[src/rtl/fibonacci_pkg.sv]
`default_nettype none
// ============================================================================
//  Module      : fibonacci_pkg
//  Description : Shared constants, FSM state type and BCD helper for the
//                inverse Fibonacci core.
//                Contents: N_MAX, BCD_DIGITS, BIN_W, T_W, N_W,
//                BCD2BIN_CYCLES, BIN2BCD_CYCLES, state_e, bcd_has_invalid().
//  Revision    : 1.0 - initial release
// ============================================================================
package fibonacci_pkg;

    localparam int N_MAX          = 21;  // F(21) = 10946 covers 9999
    localparam int BCD_DIGITS     = 4;
    localparam int BIN_W          = 16;
    localparam int T_W            = 15;
    localparam int N_W            = 5;
    localparam int BCD2BIN_CYCLES = 16;
    localparam int BIN2BCD_CYCLES = 5;

    typedef enum logic [2:0] {
        S_IDLE    = 3'd0,
        S_BCD2BIN = 3'd1,
        S_FIBO    = 3'd2,
        S_BIN2BCD = 3'd3,
        S_DONE    = 3'd4
    } state_e;

    // True when any nibble of the packed BCD word is outside 0..9.
    function automatic logic bcd_has_invalid(input logic [4*BCD_DIGITS-1:0] v);
        logic bad;
        bad = 1'b0;
        for (int i = 0; i < BCD_DIGITS; i++) begin
            if (v[4*i +: 4] > 4'd9) begin
                bad = 1'b1;
            end
        end
        return bad;
    endfunction

endpackage
`default_nettype wire

[src/rtl/bcd2bin_serial.sv]
`default_nettype none
// ============================================================================
//  Module      : bcd2bin_serial
//  Description : Serial 4-digit BCD to 16-bit binary converter using the
//                shift-right / subtract-3 algorithm, one bit per cycle.
//  Ports       : clk, rst_n   - clock, async active-low reset
//                load_i       - capture bcd_i and start a conversion
//                bcd_i[15:0]  - packed BCD, [15:12] = thousands
//                done_o       - high during the final shift cycle; bin_o is
//                               valid from the following cycle
//                bin_o[15:0]  - binary result (holds until next load)
//  Revision    : 1.0 - initial release
// ============================================================================
module bcd2bin_serial
    import fibonacci_pkg::*;
(
    input  logic             clk,
    input  logic             rst_n,
    input  logic             load_i,
    input  logic [BIN_W-1:0] bcd_i,
    output logic             done_o,
    output logic [BIN_W-1:0] bin_o
);

    localparam int CNT_W = $clog2(BCD2BIN_CYCLES + 1);

    logic [BIN_W-1:0] digits_q;
    logic [BIN_W-1:0] digits_d;
    logic [BIN_W-1:0] bin_q;
    logic [BIN_W-1:0] bin_d;
    logic [CNT_W-1:0] cnt_q;

    // One step: shift {digits, bin} right, then pull any digit that now
    // reads 8 or more back down by 3 (undoing the x2 carry into it).
    always_comb begin
        {digits_d, bin_d} = {1'b0, digits_q, bin_q[BIN_W-1:1]};
        for (int i = 0; i < BCD_DIGITS; i++) begin
            if (digits_d[4*i +: 4] > 4'd7) begin
                digits_d[4*i +: 4] = digits_d[4*i +: 4] - 4'd3;
            end
        end
    end

    always_ff @(posedge clk or negedge rst_n) begin
        if (!rst_n) begin
            digits_q <= '0;
            bin_q    <= '0;
            cnt_q    <= '0;
        end else if (load_i) begin
            digits_q <= bcd_i;
            bin_q    <= '0;
            cnt_q    <= CNT_W'(BCD2BIN_CYCLES);
        end else if (cnt_q != '0) begin
            digits_q <= digits_d;
            bin_q    <= bin_d;
            cnt_q    <= cnt_q - CNT_W'(1);
        end
    end

    assign done_o = (cnt_q == CNT_W'(1));
    assign bin_o  = bin_q;

endmodule
`default_nettype wire

[src/rtl/fibonacci_inverse.sv]
`default_nettype none
// ============================================================================
//  Module      : fibonacci_inverse
//  Description : Inverse Fibonacci core. Finds the smallest n with
//                F(n) >= value for a 4-digit BCD value and reports n as two
//                BCD digits plus an exact-match flag.
//  Ports       : clk, rst_n      - clock, async active-low reset
//                start           - request pulse, sampled in IDLE only
//                bcd_in[15:0]    - BCD value, captured on accepted start
//                busy            - high from cycle after start through DONE
//                done            - one-cycle result strobe
//                idx_bcd[7:0]    - n in BCD, [7:4] = tens
//                exact           - F(n) == value
//                err             - input held a nibble > 9
//  Revision    : 1.0 - initial release
// ============================================================================
module fibonacci_inverse
    import fibonacci_pkg::*;
#(
    parameter int BCD_DIGITS = 4,
    parameter int N_MAX      = 21
) (
    input  logic                    clk,
    input  logic                    rst_n,
    input  logic                    start,
    input  logic [4*BCD_DIGITS-1:0] bcd_in,
    output logic                    busy,
    output logic                    done,
    output logic [7:0]              idx_bcd,
    output logic                    exact,
    output logic                    err
);

    localparam int DAB_W = 8 + N_W;

    state_e           state_q;
    logic             busy_q;
    logic             done_q;
    logic [7:0]       idx_bcd_q;
    logic             exact_q;
    logic             err_q;
    logic             exact_res_q;
    logic [T_W-1:0]   t0_q;
    logic [T_W-1:0]   t1_q;
    logic [N_W-1:0]   n_q;
    logic [DAB_W-1:0] dab_q;
    logic [DAB_W-1:0] dab_d;
    logic [DAB_W-1:0] dab_adj;
    logic [2:0]       dab_cnt_q;

    logic             conv_load;
    logic             conv_done;
    logic [BIN_W-1:0] conv_bin;
    logic             in_invalid;

    assign in_invalid = bcd_has_invalid(bcd_in);
    assign conv_load  = (state_q == S_IDLE) && start && !in_invalid;

    bcd2bin_serial u_bcd2bin (
        .clk    (clk),
        .rst_n  (rst_n),
        .load_i (conv_load),
        .bcd_i  (bcd_in),
        .done_o (conv_done),
        .bin_o  (conv_bin)
    );

    // Double-dabble step on {tens, ones, n}: add 3 to digits >= 5, shift left.
    always_comb begin
        dab_adj = dab_q;
        if (dab_adj[DAB_W-1 -: 4] >= 4'd5) begin
            dab_adj[DAB_W-1 -: 4] = dab_adj[DAB_W-1 -: 4] + 4'd3;
        end
        if (dab_adj[DAB_W-5 -: 4] >= 4'd5) begin
            dab_adj[DAB_W-5 -: 4] = dab_adj[DAB_W-5 -: 4] + 4'd3;
        end
        dab_d = {dab_adj[DAB_W-2:0], 1'b0};
    end

    always_ff @(posedge clk or negedge rst_n) begin
        if (!rst_n) begin
            state_q     <= S_IDLE;
            busy_q      <= 1'b0;
            done_q      <= 1'b0;
            idx_bcd_q   <= 8'h00;
            exact_q     <= 1'b0;
            err_q       <= 1'b0;
            exact_res_q <= 1'b0;
            t0_q        <= '0;
            t1_q        <= '0;
            n_q         <= '0;
            dab_q       <= '0;
            dab_cnt_q   <= '0;
        end else begin
            done_q <= 1'b0;
            case (state_q)
                S_IDLE: begin
                    if (start) begin
                        busy_q <= 1'b1;
                        if (in_invalid) begin
                            state_q   <= S_DONE;
                            done_q    <= 1'b1;
                            err_q     <= 1'b1;
                            exact_q   <= 1'b0;
                            idx_bcd_q <= 8'h00;
                        end else begin
                            state_q <= S_BCD2BIN;
                        end
                    end
                end

                S_BCD2BIN: begin
                    // conv_done marks the last shift; bin is valid on FIBO entry.
                    if (conv_done) begin
                        state_q <= S_FIBO;
                        t0_q    <= '0;
                        t1_q    <= T_W'(1);
                        n_q     <= N_W'(1);
                    end
                end

                S_FIBO: begin
                    if (conv_bin == '0) begin
                        state_q     <= S_BIN2BCD;
                        dab_q       <= '0;
                        exact_res_q <= 1'b1;
                        dab_cnt_q   <= 3'(BIN2BCD_CYCLES);
                    end else if (({1'b0, t1_q} >= conv_bin) || (n_q == N_W'(N_MAX))) begin
                        state_q     <= S_BIN2BCD;
                        dab_q       <= {8'h00, n_q};
                        exact_res_q <= ({1'b0, t1_q} == conv_bin);
                        dab_cnt_q   <= 3'(BIN2BCD_CYCLES);
                    end else begin
                        t1_q <= t0_q + t1_q;
                        t0_q <= t1_q;
                        n_q  <= n_q + N_W'(1);
                    end
                end

                S_BIN2BCD: begin
                    dab_q     <= dab_d;
                    dab_cnt_q <= dab_cnt_q - 3'd1;
                    // Final shift lands directly in the output register.
                    if (dab_cnt_q == 3'd1) begin
                        state_q   <= S_DONE;
                        done_q    <= 1'b1;
                        idx_bcd_q <= dab_d[DAB_W-1 -: 8];
                        exact_q   <= exact_res_q;
                        err_q     <= 1'b0;
                    end
                end

                S_DONE: begin
                    state_q <= S_IDLE;
                    busy_q  <= 1'b0;
                end

                default: begin
                    state_q <= S_IDLE;
                    busy_q  <= 1'b0;
                end
            endcase
        end
    end

    assign busy    = busy_q;
    assign done    = done_q;
    assign idx_bcd = idx_bcd_q;
    assign exact   = exact_q;
    assign err     = err_q;

endmodule
`default_nettype wire
[config.mk]
export PLATFORM = sky130hd
export DESIGN_NAME = fibonacci_inverse
export DESIGN_NICKNAME = d
export VERILOG_FILES = /design/src/rtl/fibonacci_pkg.sv /design/src/rtl/bcd2bin_serial.sv /design/src/rtl/fibonacci_inverse.sv
export SDC_FILE = /design/constraint.sdc
export NUM_CORES = 1
export LEC_CHECK = 0
export CAP_MARGIN = 15
export CORE_MARGIN = 5
export CORE_UTILIZATION = 55
export DETAILED_ROUTE_END_ITERATION = 16
export GPL_TIMING_DRIVEN = 0
export PLACE_DENSITY = 0.74
export SETUP_SLACK_MARGIN = 0.5
export SYNTH_ARGS = -nofsm -noshare
export SYNTH_HDL_FRONTEND = slang
export SYNTH_SLANG_ARGS = --single-unit
[constraint.sdc]
create_clock -name clk -period 3.8 [get_ports clk]
set_input_delay 0.38 -clock clk [delete_from_list [all_inputs] [get_ports clk]]
set_output_delay 0.38 -clock clk [all_outputs]
set_load 0.05 [all_outputs]
==> results of run 1 <==
==> logic make-up (layout without fill, tap and decap cells) <==
kind of cell	Yosys count	count (layout)
AND/OR/NAND/NOR	216	216
AO/OA/AOI/OAI	166	166
flip-flops	104	104
buffers and inverters	59	107
adder cells (fa/ha/maj)	44	44
XOR/XNOR	22	22
multiplexers	10	10
==> repair_timing <==
action                                 in CTS  in global routing
hold buffers                                1                  0
endpoints found under the hold margin      33                  0
buffers inserted                            0                  0
==> cells in the mapped netlist (all sizes together) (2+ instances only) <==
cell	count	area share, %
a211o	2	0.30
a211oi	9	1.2
a21o	9	1.2
a21oi	43	3.7
a222oi	4	0.69
a22o	13	2.0
a31oi	2	0.21
and2	6	0.64
and3	6	0.64
and4	2	0.30
and4b	2	0.34
buf	7	0.84
clkbuf	21	1.4
dfrtp	104	45
ha	43	9.2
inv	31	2.0
mux2	3	0.58
mux2i	7	1.2
nand2	115	7.4
nand2b	4	0.56
nand3	5	0.43
nand4	4	0.43
nand4b	3	0.45
nor2	31	2.1
nor2b	7	0.75
nor3	11	1.1
nor3b	4	0.51
nor4	5	0.54
o21a	8	1.0
o21ai	51	4.4
o22ai	4	0.43
o31ai	9	1.2
o41ai	2	0.56
or2	7	0.75
or3	3	0.32
xnor2	18	2.7
xor2	4	0.60
==> where the power goes <==
group	internal (mW)	total [mW]	switching, mW
Combinational	0.425	0.992	0.567
Sequential	1.31	1.51	0.202
Clock	0.293	0.681	0.388
Total	2.03	3.18	1.16
==> final cells by class <==
class	count	share of cell area [%]
multi-input combinational	458	45.7
sequential	104	39.9
timing repair buffer	32	5.14
tap	136	2.61
clock buffer	12	2.53
buffer	28	1.95
inverter	31	1.78
clock inverter	4	0.402
==> per-stage QoR <==
stage | hold slack, ns | TNS (ns)
after floorplan | 0.0844 | 0
after global placement | 0.461 | -160.84
after detailed placement | 0.370 | 0
after CTS | 0.489 | 0
after global routing | 0.503 | 0
final | 0.483 | 0
==> sequential cells by signal, summed over array words and instances, names as in the netlist <==
register / cells
t1_q: 15
u_bcd2bin.cnt_q: 5
err: 1
t0_q: 15
state_q: 3
dab_q: 13
busy: 1
dab_cnt_q: 3
n_q: 5
done: 1
exact_res_q: 1
idx_bcd: 8
u_bcd2bin.digits_q: 16
u_bcd2bin.bin_o: 16
exact: 1
==> path summary, 6_finish.rpt <==
kind,endpoint,cells after the start
min,idx_bcd[3],1
max in group asynchronous,u_bcd2bin.digits_q[13],3
max reg2reg,t1_q[14],9
max,t1_q[14],9
min reg2reg,idx_bcd[3],1
min in group asynchronous,t0_q[10],2
==> layer usage <==
layer,track usage [%],wire length [µm]
met5,0,0
met4,4.33,102
met3,5.03,529
met2,35.5,6120
met1,27.4,5810
==> summary.md, run 1 <==
| Metric | Value |
|---|---|
| Hold Path Class | `flip-flop to flip-flop` |
| Tot Pwr | `3.18 mW` |
| Number of port buffers | `30` |
| Final Cycle Share | `75.5%` |
| XOR/XNOR Fraction of Synth Area | `3.30%` |
| Largest family of logic cells by synthesized area | `compound AO/OA/AOI/OAI gates` |
| Area Growth Syn to Fin | `11.9%` |
| Htree depth | `3` |
| PwrDens | `between 400 and 500 nW/µm²` |
| DR DRC count | `0` |
| Setup violators final | `0` |
| Post-synthesis compound-gate area fraction | `19.1%` |
| Syn Area/Cell | `9.39 µm²` |
| Final setup margin | `0.930 ns` |
| IR Drop Worst-Case VDD | `0.266 mV` |
| CTS Buffer Depth | `2` |
| Worst reg-to-reg setup slack | `0.93 ns` |
| Routed WL per cell | `15.6 µm` |
| Leakage | `approximately 3 nW` |
| Layout Nets | `727` |
| Worst Setup End Kind | `flip-flop` |
| Outcome | `complete, no violations` |
| Final core occ | `~63%` |
| DR iter-0 viols | `358` |
| Area of placed instances | `about 6300 µm²` |
| Worst Setup Start Kind | `flip-flop` |
| Unrepaired setup endpoints after global routing | `no` |
| Non-Filler Instances | `a little over 800` |
| Final instance area | `around 6500 µm²` |
| Synth Area in Adders | `9.57%` |
| Initial antenna violation count | `0` |
| CTS sink cnt | `approximately 100` |
| Gpl congestion | `about 0.83` |
| Seq. cell area | `2600 µm²` |
| TritonCTS clock tree | `built` |
| TritonCTS Buffers | `9` |
| Least-Margin Pin Slew | `0.887 ns` |
| Vias/cell | `5.80` |
| Layout cells sized above 1 | `roughly 6.4%` |
| Diode count | `0` |
| Pre-Repair DR Iteration Count | `4` |
| Cell Rows | `37` |
| CP Buf/Inv Count | `0` |
| Clock slew at reported path FFs | `0.10 ns` |
| GRT overflow | `0` |
| Fmax | `between 0.3 and 0.4 GHz` |
| Post-Synth Simple-Gate Area | `17.5%` |
| Yosys cell types | `56` |
| Final Hold Viols | `0` |
| Critical Path RT | `4.08 ns` |
| Post-DP HPWL | `9200 µm` |
| Cells after Synth | `621` |
| Root Buffer | `clkbuf_8` |
| CTS-repair resized insts | `0` |
| Largest net degree at the start of global routing | `between 70 and 80` |
| Post-route ant nets | `0` |
| Fill cells | `844` |
| Worst Clk Skew | `0.00963 ns` |
| Vias in the first global route | `approximately 4,600` |
| Most common cell after layout, fill and taps aside | `nand2_1` |
| Async set-or-reset flop fraction in the synthesized netlist | `100%` |
| Worst-path cell chain | `ha_1 > fa_1 > a211oi_1 > o21a_1 > o31ai_1 > o221a_1 > or3_1 > and4b_1 > a211o_1` |
| Crit-path slowest cell | `fa_1` |
| WS Path Type | `flip-flop to flip-flop` |
| Vias | `4,669` |
| Die Height | `113 µm` |
| Most frequent cells in the layout | `nand2_1, dfrtp_1, o21ai_0` |
| Drt total wl | `12,600 µm` |
| Post-Syn Nets | `slightly below 700` |
| Die W | `roughly 110 µm` |
| Critical Path Fanout Max | `3` |
| Post-layout min period | `roughly 2.9 ns` |
| Syn Std Cell Area | `5830 µm²` |
| Crit-path leading delay family | `compound AO/OA/AOI/OAI gates` |
| Max-slew violations | `0` |
| Crit Reg-Reg Startpoint | `t0_q[0]` |
| Sequential share of the synthesized area | `44.6%` |
| I/O pin cnt | `31` |
| Critical path arrival | `3.15 ns` |
| Max incr delay on CP | `approximately 0.43 ns` |
| Critical path origin | `t0_q[0]` |
| Multi-input gate area | `2990 µm²` |
| Global-route wire length before repair | `21,700 µm` |
| Post-place setup slack | `approximately 0.97 ns` |
| Mux cell area share after synthesis | `1.78%` |
| Global Route Usage Sum | `20.9%` |
| Max-cap violations | `0` |
| HP Start | `idx_bcd[3]` |
| Inst Count DP | `788` |
| Clk_lat worst skew | `0.38 ns` |
| Post-synth EDFFs | `0` |
| Warnings, synthesis | `0` |
| DIE AREA | `12,800 µm²` |
| Max-Slew Margin vs Limit | `40.8%` |
| Flops & latches, synth | `104` |
| Initial Utilization | `56.5%` |
| Primary FF master, synth | `dfrtp_1` |
| Core area | `10,300 µm²` |
No activity file was read; power rests on OpenSTA's default activity.
==> inputs of run 2 (changes only) <==
- PLACE_DENSITY: 0.74 -> 0.77
- clock period: 3.8 -> 2.3 ns (I/O delays scaled with it)
==> run 2 against run 1 <==
  * The flow now finishes with violations (negative setup slack)
  * Clock power rose by 75%
  * Critical path type unchanged
  * Clock skew up 0.0059 ns
  * Design area up 8.5%
==> summary.md, run 2 (synthesis gave the netlist of run 1 again) <==
| Metric | Value |
|---|---|
| Outcome | `finished, violations left` |
| Failing checks | `negative setup slack` |
| Switch share | `36.0% (-0.41 points)` |
| Crit-path leading delay family | `compound AO/OA/AOI/OAI gates` |
| CP Buf/Inv Count | `0 (unchanged)` |
| I/O pin cnt | `31 (unchanged)` |
| Worst-path cell chain | `ha_4 > fa_2 > a211oi_2 > o21a_1 > o31ai_2 > o221a_1 > or3_4 > and4b_1 > a211o_1` |
| Final setup margin | `-0.292 ns (-1.22 ns)` |
| PwrDens | `802 nW/µm² (+65%)` |
| Diode count | `0 (unchanged)` |
| Pre-Repair DR Iteration Count | `6 (+2)` |
| Crit-path slowest cell | `dfrtp_1` |
| CTS sink cnt | `104 (unchanged)` |
| Number of port buffers | `30 (unchanged)` |
| Tot Pwr | `5.68 mW (+79%)` |
| Crit Reg-Reg Startpoint | `t1_q[0]` |
| Worst Clk Skew | `0.0155 ns (+0.00588 ns)` |
| Clk network pwr share | `21.0% (-0.4 points)` |
| Final hold slack | `0.349 ns (-0.134 ns)` |
| Worst Setup End Kind | `flip-flop` |
| Leakage | `3.38 nW (+11%)` |
| Max incr delay on CP | `0.42 ns (about the same)` |
| Least-Margin Pin Slew | `0.662 ns (-0.224 ns)` |
| P_sw | `2.04 mW (+77%)` |
| Unrepaired setup endpoints after global routing | `yes` |
| Clk_lat worst skew | `0.39 ns (about the same)` |
| IR Drop Worst-Case VDD | `0.565 mV (+110%)` |
| Hold Path Class | `input pin to asynchronous set/reset pin` |
| Worst path depth | `9 (unchanged)` |
| Max-cap violations | `0 (unchanged)` |
| DIE AREA | `12,800 µm² (unchanged)` |
| Fmax | `0.386 GHz (+11%)` |
| Vias/cell | `5.81 (+0.14%)` |
| Htree depth | `3 (unchanged)` |
| WS Path Type | `flip-flop to flip-flop` |
| Post-layout min period | `2.59 ns (-0.278 ns)` |
| TritonCTS Buffers | `9 (unchanged)` |
| Worst R2R End | `t1_q[14]` |
| Final core occ | `68.6% (+5.4 points)` |
| Setup violators final | `48 (+48)` |
| Worst Reg2Reg Path Length in Cells | `9 (unchanged)` |
| Post-DP HPWL | `9230 µm (+0.37%)` |
| Critical Path RT | `2.57 ns (-1.51 ns)` |
| Crit path to | `t1_q[14]` |
| Global-route wire length before repair | `23,300 µm (+7.8%)` |
| Post-route ant nets | `0 (unchanged)` |
| Critical Path Fanout Max | `2 (-1)` |
| TritonCTS clock tree | `built` |
| Core area | `10,300 µm² (unchanged)` |
| Max-Slew Margin vs Limit | `55.8% (+15 points)` |
| Combinational power share | `34.7% (+3.5 points)` |
| Cell Rows | `37 (unchanged)` |
| Initial antenna violation count | `0 (unchanged)` |
| Post-place setup slack | `-0.333 ns (-1.30 ns)` |
| Max-slew violations | `0 (unchanged)` |
| Pint | `3.64 mW (+80%)` |
| Vias | `4,809 (+3.0%)` |
| GRT overflow | `0 (unchanged)` |
| Routed WL per cell | `16.3 µm (+4.6%)` |
| Root Buffer | `clkbuf_8` |
| Layout Nets | `750 (+3.2%)` |
| DR iter-0 viols | `439 (+23%)` |
| Gpl congestion | `0.852 (+2.4%)` |
| Die Height | `113 µm (unchanged)` |
| Clock slew at reported path FFs | `0.10 ns (about the same)` |
| Worst Setup Start Kind | `flip-flop` |
| Drt total wl | `13,500 µm (+7.6%)` |
| CTS Buffer Depth | `2 (unchanged)` |
| Critical path arrival | `2.87 ns (-0.28 ns)` |
| Setup tns final | `-7.79 ns (-7.79 ns)` |
| Worst reg-to-reg setup slack | `-0.29 ns (-1.22 ns)` |
| Critical path origin | `t1_q[0]` |
| Most frequent cells in the layout | `nand2_1, dfrtp_1, a21oi_1` |
| Global Route Usage Sum | `22.4% (+1.5 points)` |
| Initial Utilization | `56.5% (unchanged)` |
| DR DRC count | `0 (unchanged)` |
| Final Hold Viols | `0 (unchanged)` |
| Most common cell after layout, fill and taps aside | `nand2_1` |
| Vias in the first global route | `4,842 (+4.9%)` |
| Die W | `113 µm (unchanged)` |
| Largest net degree at the start of global routing | `73 (+1.4%)` |
| Final Cycle Share | `113% (+37 points)` |
| Layout cells sized above 1 | `17.9% (+11 points)` |
| Area Growth Syn to Fin | `21.5%` |
| Sequential power share | `44.3% (-3.2 points)` |
run 2: area by class of cell:
cell class                 count  area (µm²)
inverter                      31         116
timing repair buffer          55         528
sequential                   104        2610
fill                         788        3240
tap                          136         170
buffer                        28         236
clock buffer                  14         163
multi-input combinational    458        3230
clock inverter                 2        37.5
run 2: metal layers:
| layer | wire [µm] | up-vias | track usage, % | part of all wire (%) |
|---|---|---|---|---|
| met3 | 524 | 16 | 5.13 | 3.9 |
| met1 | 6210 | 2364 | 30.7 | 46 |
| met4 | 177 | 0 | 5.93 | 1.3 |
| met2 | 6590 | 107 | 36.1 | 49 |
| met5 | 0 | - | 0 | 0 |
| li1 | - | 2322 | - | - |
run 2: how the worst min path moves through the flow:
stage                     startpoint          to
after global placement    idx_bcd[3]  idx_bcd[3]
final                          rst_n    t0_q[10]
after CTS                      rst_n    t0_q[10]
after floorplan                rst_n        busy
after global routing           rst_n    t1_q[10]
after detailed placement       rst_n    t0_q[11]
run 2: per-stage QoR:
step | area [µm²] | cells
floorplan | 5990 | 621
global placement | 6460 | 787
detailed placement | 6480 | 788
CTS | 6910 | 818
global route | 7090 | 828
finish | 7090 | 828
run 2: power groups by stage:
| stage | registers, mW | logic [mW] | clock network, mW |
|---|---|---|---|
| floorplan | 2.49 | 1.31 | 0 |
| global placement | 2.52 | 1.68 | 0 |
| detailed placement | 2.53 | 1.78 | 0 |
| CTS | 2.51 | 1.87 | 1.22 |
| global route | 2.57 | 2.22 | 1.31 |
| finish | 2.52 | 1.97 | 1.19 |
run 2: what timing repair did:
action / 4_1_cts / 5_1_grt
endpoints found under the setup margin: 105 / 97
endpoints found under the hold margin: 32 / 0
cloned: 1 / 0
pin swaps: 11 / 10
setup buffers: 12 / 10
resized for setup: 51 / 44
hold buffers: 1 / 0
==> inputs of run 3 (changes only) <==
- DONT_BUFFER_PORTS: not set -> 1
- PLACE_DENSITY: 0.77 -> 0.73
- SKIP_CTS_REPAIR_TIMING: not set -> 1
==> run 3 against run 2 <==
  * The run ends with negative hold slack, negative setup slack left
  * Die area unchanged
  * Power up 3.7%
  * Clock skew down 0.0053 ns
  * First-iteration DRC count down 7.3%
  * Critical endpoint unchanged
  * Largest cell class unchanged
==> summary.md, run 3 (synthesis gave the netlist of run 1 again) <==
| Metric | Value |
|---|---|
| Layout cells sized above 1 | `25.0% (+7.1 points)` |
| DR DRC count | `0 (unchanged)` |
| WS Path Type | `flip-flop to flip-flop` |
| Cell Rows | `37 (unchanged)` |
| Number of port buffers | `0 (-100%)` |
| Die W | `113 µm (unchanged)` |
| Routed WL per cell | `17.6 µm (+8.2%)` |
| Fmax | `0.359 GHz (-7.0%)` |
| DIE AREA | `12,800 µm² (unchanged)` |
| Vias in the first global route | `4,506 (-6.9%)` |
| Final Cycle Share | `121% (+8.5 points)` |
| Diode count | `0 (unchanged)` |
| Core area | `10,300 µm² (unchanged)` |
| Area of placed instances | `6160 µm² (-5.0%)` |
| Critical Path Fanout Max | `3 (+1)` |
| Critical Path RT | `2.57 ns (about the same)` |
| Global Route Usage Sum | `20.7% (-1.7 points)` |
| Outcome | `finished, violations left` |
| CTS sink cnt | `104 (unchanged)` |
| GRT overflow | `0 (unchanged)` |
| Initial antenna violation count | `0 (unchanged)` |
| Critical path arrival | `3.05 ns (+0.18 ns)` |
| TritonCTS Buffers | `9 (unchanged)` |
| CTS Buffer Depth | `2 (unchanged)` |
| Die Height | `113 µm (unchanged)` |
| Hold Path Class | `input pin to asynchronous set/reset pin` |
| Initial Utilization | `56.5% (unchanged)` |
| Setup violators final | `44 (-8.3%)` |
| DR iter-0 viols | `407 (-7.3%)` |
| Post-DP HPWL | `9000 µm (-2.5%)` |
| Final hold slack | `-0.467 ns (-0.816 ns)` |
| Final Hold Viols | `104 (+104)` |
| Most frequent cells in the layout | `dfrtp_1, nand2_1, a21oi_1` |
| IR Drop Worst-Case VDD | `0.601 mV (+6.3%)` |
| Non-Filler Instances | `824 (-0.48%)` |
| Vias | `4,875 (+1.4%)` |
| Clk_lat worst skew | `0.38 ns (about the same)` |
| Max-slew violations | `0 (unchanged)` |
| Largest net degree at the start of global routing | `105 (+44%)` |
| Final setup margin | `-0.488 ns (-0.196 ns)` |
| I/O pin cnt | `31 (unchanged)` |
| Max-Slew Margin vs Limit | `46.5% (-9.3 points)` |
| Area Growth Syn to Fin | `24.4%` |
| Post-layout min period | `2.79 ns (+0.196 ns)` |
| Clock slew at reported path FFs | `0.10 ns (about the same)` |
| Layout Nets | `746 (-0.53%)` |
| Gpl congestion | `0.830 (-2.5%)` |
| Max-cap violations | `0 (unchanged)` |
| Leakage | `3.36 nW (-0.64%)` |
| Htree depth | `3 (unchanged)` |
| Least-Margin Pin Slew | `0.802 ns (+0.140 ns)` |
| PwrDens | `812 nW/µm² (+1.3%)` |
| Failing checks | `negative hold slack, negative setup slack` |
| Post-route ant nets | `0 (unchanged)` |
| Final instance area | `7260 µm² (+2.4%)` |
| Worst Clk Skew | `0.0103 ns (-0.00525 ns)` |
| Drt total wl | `14,500 µm (+7.7%)` |
| Root Buffer | `clkbuf_8` |
| Tot Pwr | `5.90 mW (+3.7%)` |
| Most common cell after layout, fill and taps aside | `dfrtp_1` |
| Inst Count DP | `757 (-3.9%)` |
| Post-place setup slack | `-0.338 ns (-0.00444 ns)` |
| Worst Setup Start Kind | `flip-flop` |
| Worst Setup End Kind | `flip-flop` |
| TritonCTS clock tree | `built` |
| Vias/cell | `5.92 (+1.9%)` |
| Unrepaired setup endpoints after global routing | `yes` |
| Global-route wire length before repair | `21,500 µm (-7.9%)` |
| Pre-Repair DR Iteration Count | `5 (-1)` |
==> run 3: cell types whose count changed in the layout (fill, tap and decap cells not counted), sizes merged <==
| cell | delta |
|---|---|
| clkdlybuf4s50 | -18 |
| dlygate4sd3 | +15 |
| dlygate4sd2 | -6 |
| dlymetal6s2s | -5 |
| buf | +3 |
| inv | +3 |
| clkbuf | +2 |
| clkinvlp | +1 |
| nor2 | +1 |
==> run 3: stage by stage <==
step	TNS, ns	hold slack (ns)	util [%]
floorplan	-0.510	-0.0656	-
global placement	-6.76	-0.0613	59.7
CTS	-9.47	-0.487	61.7
global route	-15.96	-0.489	70.3
finish	-10.77	-0.467	70.3
detailed placement	-8.01	-0.0608	59.7
==> run 3: worst max-delay path: stages (launching register included) <==
cell,delay [ns]
dfrtp_1,0.44
ha_4,0.19
fa_2,0.37
a211oi_2,0.22
o21a_1,0.19
o31ai_2,0.10
o221a_1,0.26
or3_1,0.36
and4b_1,0.26
a211o_1,0.29
==> run 3: path summary, 6_finish.rpt <==
check                          from            endpoint  slack (ns)  depth (start not counted)
hold / removal                rst_n            t0_q[10]       -0.47                          0
min in group clk              start                busy        0.14                          3
setup reg to reg            t0_q[0]            t1_q[14]       -0.49                          9
setup / recovery            t0_q[0]            t1_q[14]       -0.49                          9
max in group asynchronous     rst_n  u_bcd2bin.cnt_q[2]        2.63                          0
hold reg to reg            t0_q[11]            t0_q[11]        0.51                          2
==> run 3: metal layers <==
layer  track usage [%]  up-vias  wire, µm
met3              3.80       25       724
met5                 0        -         0
li1                  -     2311         -
met2              33.7      152      7040
met4              8.49        0       330
met1              27.3     2387      6440
==> run 3: where the power goes <==
group | total, mW | leakage [nW] | switching [mW] | internal (mW)
registers | 2.58 | 1.38 | 0.413 | 2.16
clock network | 1.23 | 0.101 | 0.677 | 0.548
logic | 2.10 | 1.87 | 1.06 | 1.03
==> run 3: cell type report <==
class | count | area, µm²
inverter | 31 | 116
fill | 739 | 3070
multi-input combinational | 459 | 3350
sequential | 104 | 2610
clock inverter | 6 | 73.8
tap | 136 | 170
clock buffer | 10 | 138
buffer | 28 | 234
timing repair buffer | 50 | 562
